[src/rtl/seven_seg_pkg.sv]
// Shared constants for the seven-segment scan controller: glyph table, blank
// pattern, dp bit position and nibble pack/unpack helpers.
package seven_seg_pkg;

   localparam logic [7:0] SEG_OFF    = 8'hFF;
   localparam int         DP_BIT     = 7;
   localparam int         MAX_DIGITS = 32;

   // Active-low {dp,g,f,e,d,c,b,a}, dp off
   localparam logic [7:0] GLYPH_TBL [16] = '{
      8'hC0, 8'hF9, 8'hA4, 8'hB0, 8'h99, 8'h92, 8'h82, 8'hF8,
      8'h80, 8'h90, 8'h88, 8'h83, 8'hC6, 8'hA1, 8'h86, 8'h8E
   };

   function automatic logic [3:0] get_nibble(input logic [4*MAX_DIGITS-1:0] vec, input int i);
      return vec[4*i +: 4];
   endfunction

   function automatic logic [4*MAX_DIGITS-1:0] put_nibble(input logic [4*MAX_DIGITS-1:0] vec,
                                                          input int i, input logic [3:0] nib);
      logic [4*MAX_DIGITS-1:0] v;
      v = vec;
      v[4*i +: 4] = nib;
      return v;
   endfunction

endpackage

[src/rtl/seg_glyph_decode.sv]
// Combinational hex nibble + decimal point to active-low segment pattern.
module seg_glyph_decode
   import seven_seg_pkg::*;
(
   input  logic [3:0] i_nib,
   input  logic       i_dp,
   output logic [7:0] o_seg
);

   always_comb begin
      o_seg         = GLYPH_TBL[i_nib];
      o_seg[DP_BIT] = ~i_dp;
   end

endmodule

[src/rtl/seven_seg_scan_ctrl.sv]
// Time-multiplexed N-digit seven-segment controller with shadowed data,
// per-digit dp/enable. Define SEG_LZB_EN to add leading-zero blanking.
module seven_seg_scan_ctrl
   import seven_seg_pkg::*;
#(
   parameter  int N_DIGITS = 8,
   parameter  int SCAN_DIV = 100000,
   localparam int IDX_W    = (N_DIGITS > 1) ? $clog2(N_DIGITS) : 1,
   localparam int DIV_W    = (SCAN_DIV > 1) ? $clog2(SCAN_DIV) : 1
)(
   input  logic                  i_clk,
   input  logic                  i_rst,
   input  logic                  i_load,
   input  logic [4*N_DIGITS-1:0] i_num,
   input  logic [N_DIGITS-1:0]   i_point,
   input  logic [N_DIGITS-1:0]   i_en,
   output logic [7:0]            o_seg,
   output logic [N_DIGITS-1:0]   o_an,
   output logic [IDX_W-1:0]      o_digit
);

   logic [DIV_W-1:0]        r_div_cnt;
   logic [IDX_W-1:0]        r_idx;
   logic [4*N_DIGITS-1:0]   r_num;
   logic [N_DIGITS-1:0]     r_point;
   logic [N_DIGITS-1:0]     r_en;
   logic [7:0]              r_seg;
   logic [N_DIGITS-1:0]     r_an;
   logic [IDX_W-1:0]        r_digit;

   logic [4*MAX_DIGITS-1:0] w_num_ext;
   logic [3:0]              w_nib;
   logic                    w_dp;
   logic [7:0]              w_glyph;
   logic                    w_show;
   logic [N_DIGITS-1:0]     w_blank_lzb;
   logic [N_DIGITS-1:0]     w_an_sel;

   always_ff @(posedge i_clk) begin
      if (i_rst) begin
         r_div_cnt <= '0;
         r_idx     <= '0;
      end else if (r_div_cnt == DIV_W'(SCAN_DIV - 1)) begin
         r_div_cnt <= '0;
         r_idx     <= (r_idx == IDX_W'(N_DIGITS - 1)) ? '0 : r_idx + 1'b1;
      end else begin
         r_div_cnt <= r_div_cnt + 1'b1;
      end
   end

   always_ff @(posedge i_clk) begin
      if (i_rst) begin
         r_num   <= '0;
         r_point <= '0;
         r_en    <= '0;
      end else if (i_load) begin
         r_num   <= i_num;
         r_point <= i_point;
         r_en    <= i_en;
      end
   end

`ifdef SEG_LZB_EN
   // Mask is built from the incoming data so it lands in the same edge as the shadow
   logic [4*MAX_DIGITS-1:0] w_in_ext;
   logic [N_DIGITS-1:0]     w_lzb_next;
   logic [N_DIGITS-1:0]     r_lzb;
   logic                    w_seen;

   always_comb begin
      w_in_ext                 = '0;
      w_in_ext[4*N_DIGITS-1:0] = i_num;
   end

   always_comb begin
      w_seen     = 1'b0;
      w_lzb_next = '0;
      for (int i = N_DIGITS - 1; i >= 1; i--) begin
         if (i_en[i] && (get_nibble(w_in_ext, i) != 4'h0))
            w_seen = 1'b1;
         w_lzb_next[i] = i_en[i] && !w_seen && !i_point[i] && (get_nibble(w_in_ext, i) == 4'h0);
      end
   end

   always_ff @(posedge i_clk) begin
      if (i_rst)
         r_lzb <= '0;
      else if (i_load)
         r_lzb <= w_lzb_next;
   end

   assign w_blank_lzb = r_lzb;
`else
   assign w_blank_lzb = '0;
`endif

   always_comb begin
      w_num_ext                 = '0;
      w_num_ext[4*N_DIGITS-1:0] = r_num;
   end

   assign w_nib    = get_nibble(w_num_ext, int'(r_idx));
   assign w_dp     = r_point[r_idx];
   assign w_show   = r_en[r_idx] & ~w_blank_lzb[r_idx];
   assign w_an_sel = ~(N_DIGITS'(1) << r_idx);

   seg_glyph_decode u_dec (
      .i_nib (w_nib),
      .i_dp  (w_dp),
      .o_seg (w_glyph)
   );

   always_ff @(posedge i_clk) begin
      if (i_rst) begin
         r_seg   <= SEG_OFF;
         r_an    <= '1;
         r_digit <= '0;
      end else begin
         r_seg   <= w_show ? w_glyph : SEG_OFF;
         r_an    <= w_show ? w_an_sel : '1;
         r_digit <= r_idx;
      end
   end

   assign o_seg   = r_seg;
   assign o_an    = r_an;
   assign o_digit = r_digit;

endmodule

[config.mk]
export PLATFORM = sky130hd
export DESIGN_NAME = seven_seg_scan_ctrl
export DESIGN_NICKNAME = d
export VERILOG_FILES = /design/src/rtl/seven_seg_pkg.sv /design/src/rtl/seg_glyph_decode.sv /design/src/rtl/seven_seg_scan_ctrl.sv
export SDC_FILE = /design/constraint.sdc
export NUM_CORES = 1
export LEC_CHECK = 0
export ABC_AREA = 0
export CORE_MARGIN = 2
export CORE_UTILIZATION = 47
export CTS_CLUSTER_DIAMETER = 150
export CTS_CLUSTER_SIZE = 16
export DETAILED_ROUTE_END_ITERATION = 12
export PLACE_DENSITY_LB_ADDON = 0.08
export SETUP_SLACK_MARGIN = 0.3
export SYNTH_ARGS = -nofsm -noshare
export SYNTH_HDL_FRONTEND = slang
export SYNTH_HIERARCHICAL = 1
export SYNTH_SLANG_ARGS = --single-unit
[constraint.sdc]
create_clock -name i_clk -period 3.1 [get_ports i_clk]
set_clock_uncertainty 0.2 [all_clocks]
set_input_delay 0.62 -clock i_clk [delete_from_list [all_inputs] [get_ports i_clk]]
set_output_delay 0.62 -clock i_clk [all_outputs]
set_load 0.005 [all_outputs]
==> results.sh <==
export IMPL_hold_end="r_div_cnt[16]$_SDFF_PP0_"
export IMPL_netlist_area_sq_mm=0.00378
export IMPL_cts_buffers=9
export IMPL_max_freq_mhz=380
export IMPL_diodes=0
export IMPL_startpoint_type="flip-flop"
export IMPL_yosys_warnings=6
export IMPL_ant_nets=0
export IMPL_fill_cells=669
export IMPL_cts_sinks=87
export IMPL_yosysUniqueCellTypes=39
export IMPL_layout_common_cells="dfxtp_1 (85), nor2_1 (73), clkdlybuf4s50_1 (67)"
export IMPL_cpLargestDelayFamily="multiplexers"
export IMPL_num_vias=2763
export IMPL_design_core_area_sq_mm=0.00777
export IMPL_synth_edff_count=0
export IMPL_routed_wl_microns=7420
export IMPL_final_util_pct=61.3
export IMPL_worstSetupPathType="reg -> reg"
export IMPL_ir_drop_uv=210
export IMPL_postCtsHoldBufs=0
export IMPL_syn_avg_cell_area_sq_um=10.2
export IMPL_ys_ff_latch=87
export IMPL_port_buffers=69
export IMPL_path_clk_slew_ns=0.09
export IMPL_setup_tns_ns=0
export IMPL_wl_per_cell_microns=13.6
export IMPL_area_growth_pct=26.0
export IMPL_final_max_slew_viol_count=0
export IMPL_viasPerCell=5.08
export IMPL_synthArstFlopShare_pct=0
export IMPL_regArea_sq_mm=0.00175
export IMPL_cts_tree="yes"
export IMPL_r2r_cells=8
export IMPL_floorplan_die_area_sq_mm=0.00878
export IMPL_multiInputGateArea_sq_mm=0.00190
export IMPL_slowest_stage="mux4_2"
export IMPL_r2r_end="o_seg[3]$_SDFF_PP1_"
export IMPL_hold_path_class="reg -> reg"
export IMPL_use_met3_pct=4.25
export IMPL_gp_congestion=0.847
export IMPL_timing_hold_ws_ns=0.289
export IMPL_min_path_cells=2
export IMPL_grt_pass1_wl_microns=12300
export IMPL_grt_max_degree=37
export IMPL_first_global_vias=2566
export IMPL_synth_seq_area_share_pct=46.0
export IMPL_finalCritPeriodShare_pct=84.8
export IMPL_nNetsFinal=502
export IMPL_clockRootBuffer="clkbuf_8"
export IMPL_first_pass_iters=6
export IMPL_fin_crit_ns=2.63
export IMPL_grtUsageMet1_pct=24.6
export IMPL_grt_busiest_layer="met2"
export IMPL_htreeDepth=3
export IMPL_start_util_pct=48.7
export IMPL_worst_path_most_repeated_cell="nand2_1"
export IMPL_io_pins=70
export IMPL_synth_cells=372
export IMPL_drc=0
export IMPL_cp_required_ns=3.13
export IMPL_crit_fanout=7
export IMPL_synth_ff_type="dfxtp_1"
export IMPL_grtUsageMet2_pct=27.4
export IMPL_r2r_setup_slack_ns=0.47
export IMPL_p_per_area_mw_per_mm2=474
export IMPL_rows=32
export IMPL_critPathLaunch="r_idx[0]$_SDFFE_PP0N_"
export IMPL_arrival_ns=2.65
export IMPL_min_from="r_div_cnt[16]$_SDFF_PP0_"
export IMPL_antenna_found_initial=0
export IMPL_r2r_start="r_idx[0]$_SDFFE_PP0N_"
export IMPL_syn_num_nets=437
export IMPL_drv_cap=0
export IMPL_clk_insertion_delay_late_ns=0.35
export IMPL_dp_hpwl_microns=5420
export IMPL_rsz0062_at_grt="false"
export IMPL_end_kind="flip-flop"
export IMPL_slowest_delay_ns=0.51
export IMPL_drtIter0Drc=61
export IMPL_status="finished, final reports clean"
export IMPL_p_leak_uw=0.00192
export IMPL_finalHoldViolCount=0
export IMPL_max_slew_margin_pct=55.6
export IMPL_die_w_microns=93.7
export IMPL_worstMarginPinSlew_ns=0.647
export IMPL_globalRouteTotalUtil_pct=17.7
export IMPL_worst_slack_ns=0.471
export IMPL_final_common_cell="dfxtp_1"
export IMPL_die_y_microns=93.7
export IMPL_place_ws_ns=0.263
export IMPL_final_layout_size_suffix_gt1_share_pct=10.2
export IMPL_power_uw=2260
export IMPL_timing_critical_path_cells="mux4_2 > nand2_1 > nand2_1 > inv_2 > ha_1 > inv_1 > mux4_1 > or3_1"
export IMPL_cp_num_buf_inv=2
export IMPL_cts_path_max_buffers=2
export IMPL_overflow=0
export IMPL_setup_viol=0
## cells by family after synthesis
kind of cell | Yosys count | share of synthesized area, %
DFF | 87 | 46.0
muxes | 69 | 22.7
AOI/OAI and AO/OA | 13 | 2.12
buffers and inverters | 33 | 3.74
xor gates and xnor gates | 12 | 2.78
adders and majority gates | 14 | 4.63
and+or+nand+nor | 144 | 18.0
## cell type report
class / count / share of cell area [%]
tap: 102 / 2.68
multi-input combinational: 252 / 39.9
sequential: 87 / 36.7
timing repair buffer: 76 / 15.4
clock inverter: 5 / 1.71
inverter: 11 / 0.945
clock buffer: 11 / 2.76
## metrics by stage
stage	instance area, sq um	instances
6_report	4760	544
3_3_place_gp	4540	528
4_1_cts	4760	544
5_1_grt	4760	544
2_1_floorplan	3790	372
3_5_place_dp	4540	528
## worst max path at each step
stage | cells after the start | end | slack [ns]
floorplan | 10 | o_seg[3]$_SDFF_PP1_ | 0.33
global placement | 8 | o_seg[3]$_SDFF_PP1_ | 0.38
detailed placement | 8 | o_seg[3]$_SDFF_PP1_ | 0.26
CTS | 8 | o_seg[3]$_SDFF_PP1_ | 0.35
global route | 8 | o_seg[3]$_SDFF_PP1_ | 0.31
finish | 8 | o_seg[3]$_SDFF_PP1_ | 0.47
## cells in the mapped netlist, types with 3 or more instances
library cell,number,area (sq um)
buf_1,3,11.3
ha_1,14,175
a21oi_1,5,25.0
nor2_1,73,274
nand2_1,29,109
clkbuf_1,10,37.5
o21ai_0,4,20.0
or3_1,10,62.6
buf_2,8,40.0
xor2_1,3,26.3
dfxtp_1,87,1740
nor4_1,5,31.3
mux4_2,12,270
xnor2_1,9,78.8
inv_1,10,37.5
nand3_1,5,25.0
nand4_1,6,37.5
mux2i_1,54,541
## sequential cells by signal (all words and copies together) (netlist names)
signal / cells
r_point: 8
o_an: 8
r_div_cnt: 17
o_digit: 3
r_idx: 3
r_num: 32
o_seg: 8
r_en: 8
## report_power, final
| part | internal [uW] | switching [uW] | total (uW) |
|---|---|---|---|
| Sequential | 1160 | 25.7 | 1190 |
| Clock | 456 | 390 | 847 |
| Combinational | 133 | 95.0 | 228 |
| Total | 1750 | 511 | 2260 |
## per-layer routing
metal,part of all wire [%],wire [microns]
met5,0,0
met4,0.84,62
met3,4.2,311
met2,46,3390
met1,49,3650
## worst reg2reg max path: cells and delay by family (launching register included)
kind | cells | cell delay (ns)
muxes | 2 | 0.97
and+or+nand+nor | 3 | 0.61
DFF | 1 | 0.40
buffers and inverters | 2 | 0.19
adders and majority gates | 1 | 0.14
## what timing repair did
item                       in CTS  in global routing
buffers inserted                0                  0
hold endpoints to repair        0                  0
setup endpoints to repair       1                  1
resized for setup               1                  4
Power figures use the tool's default switching activity.
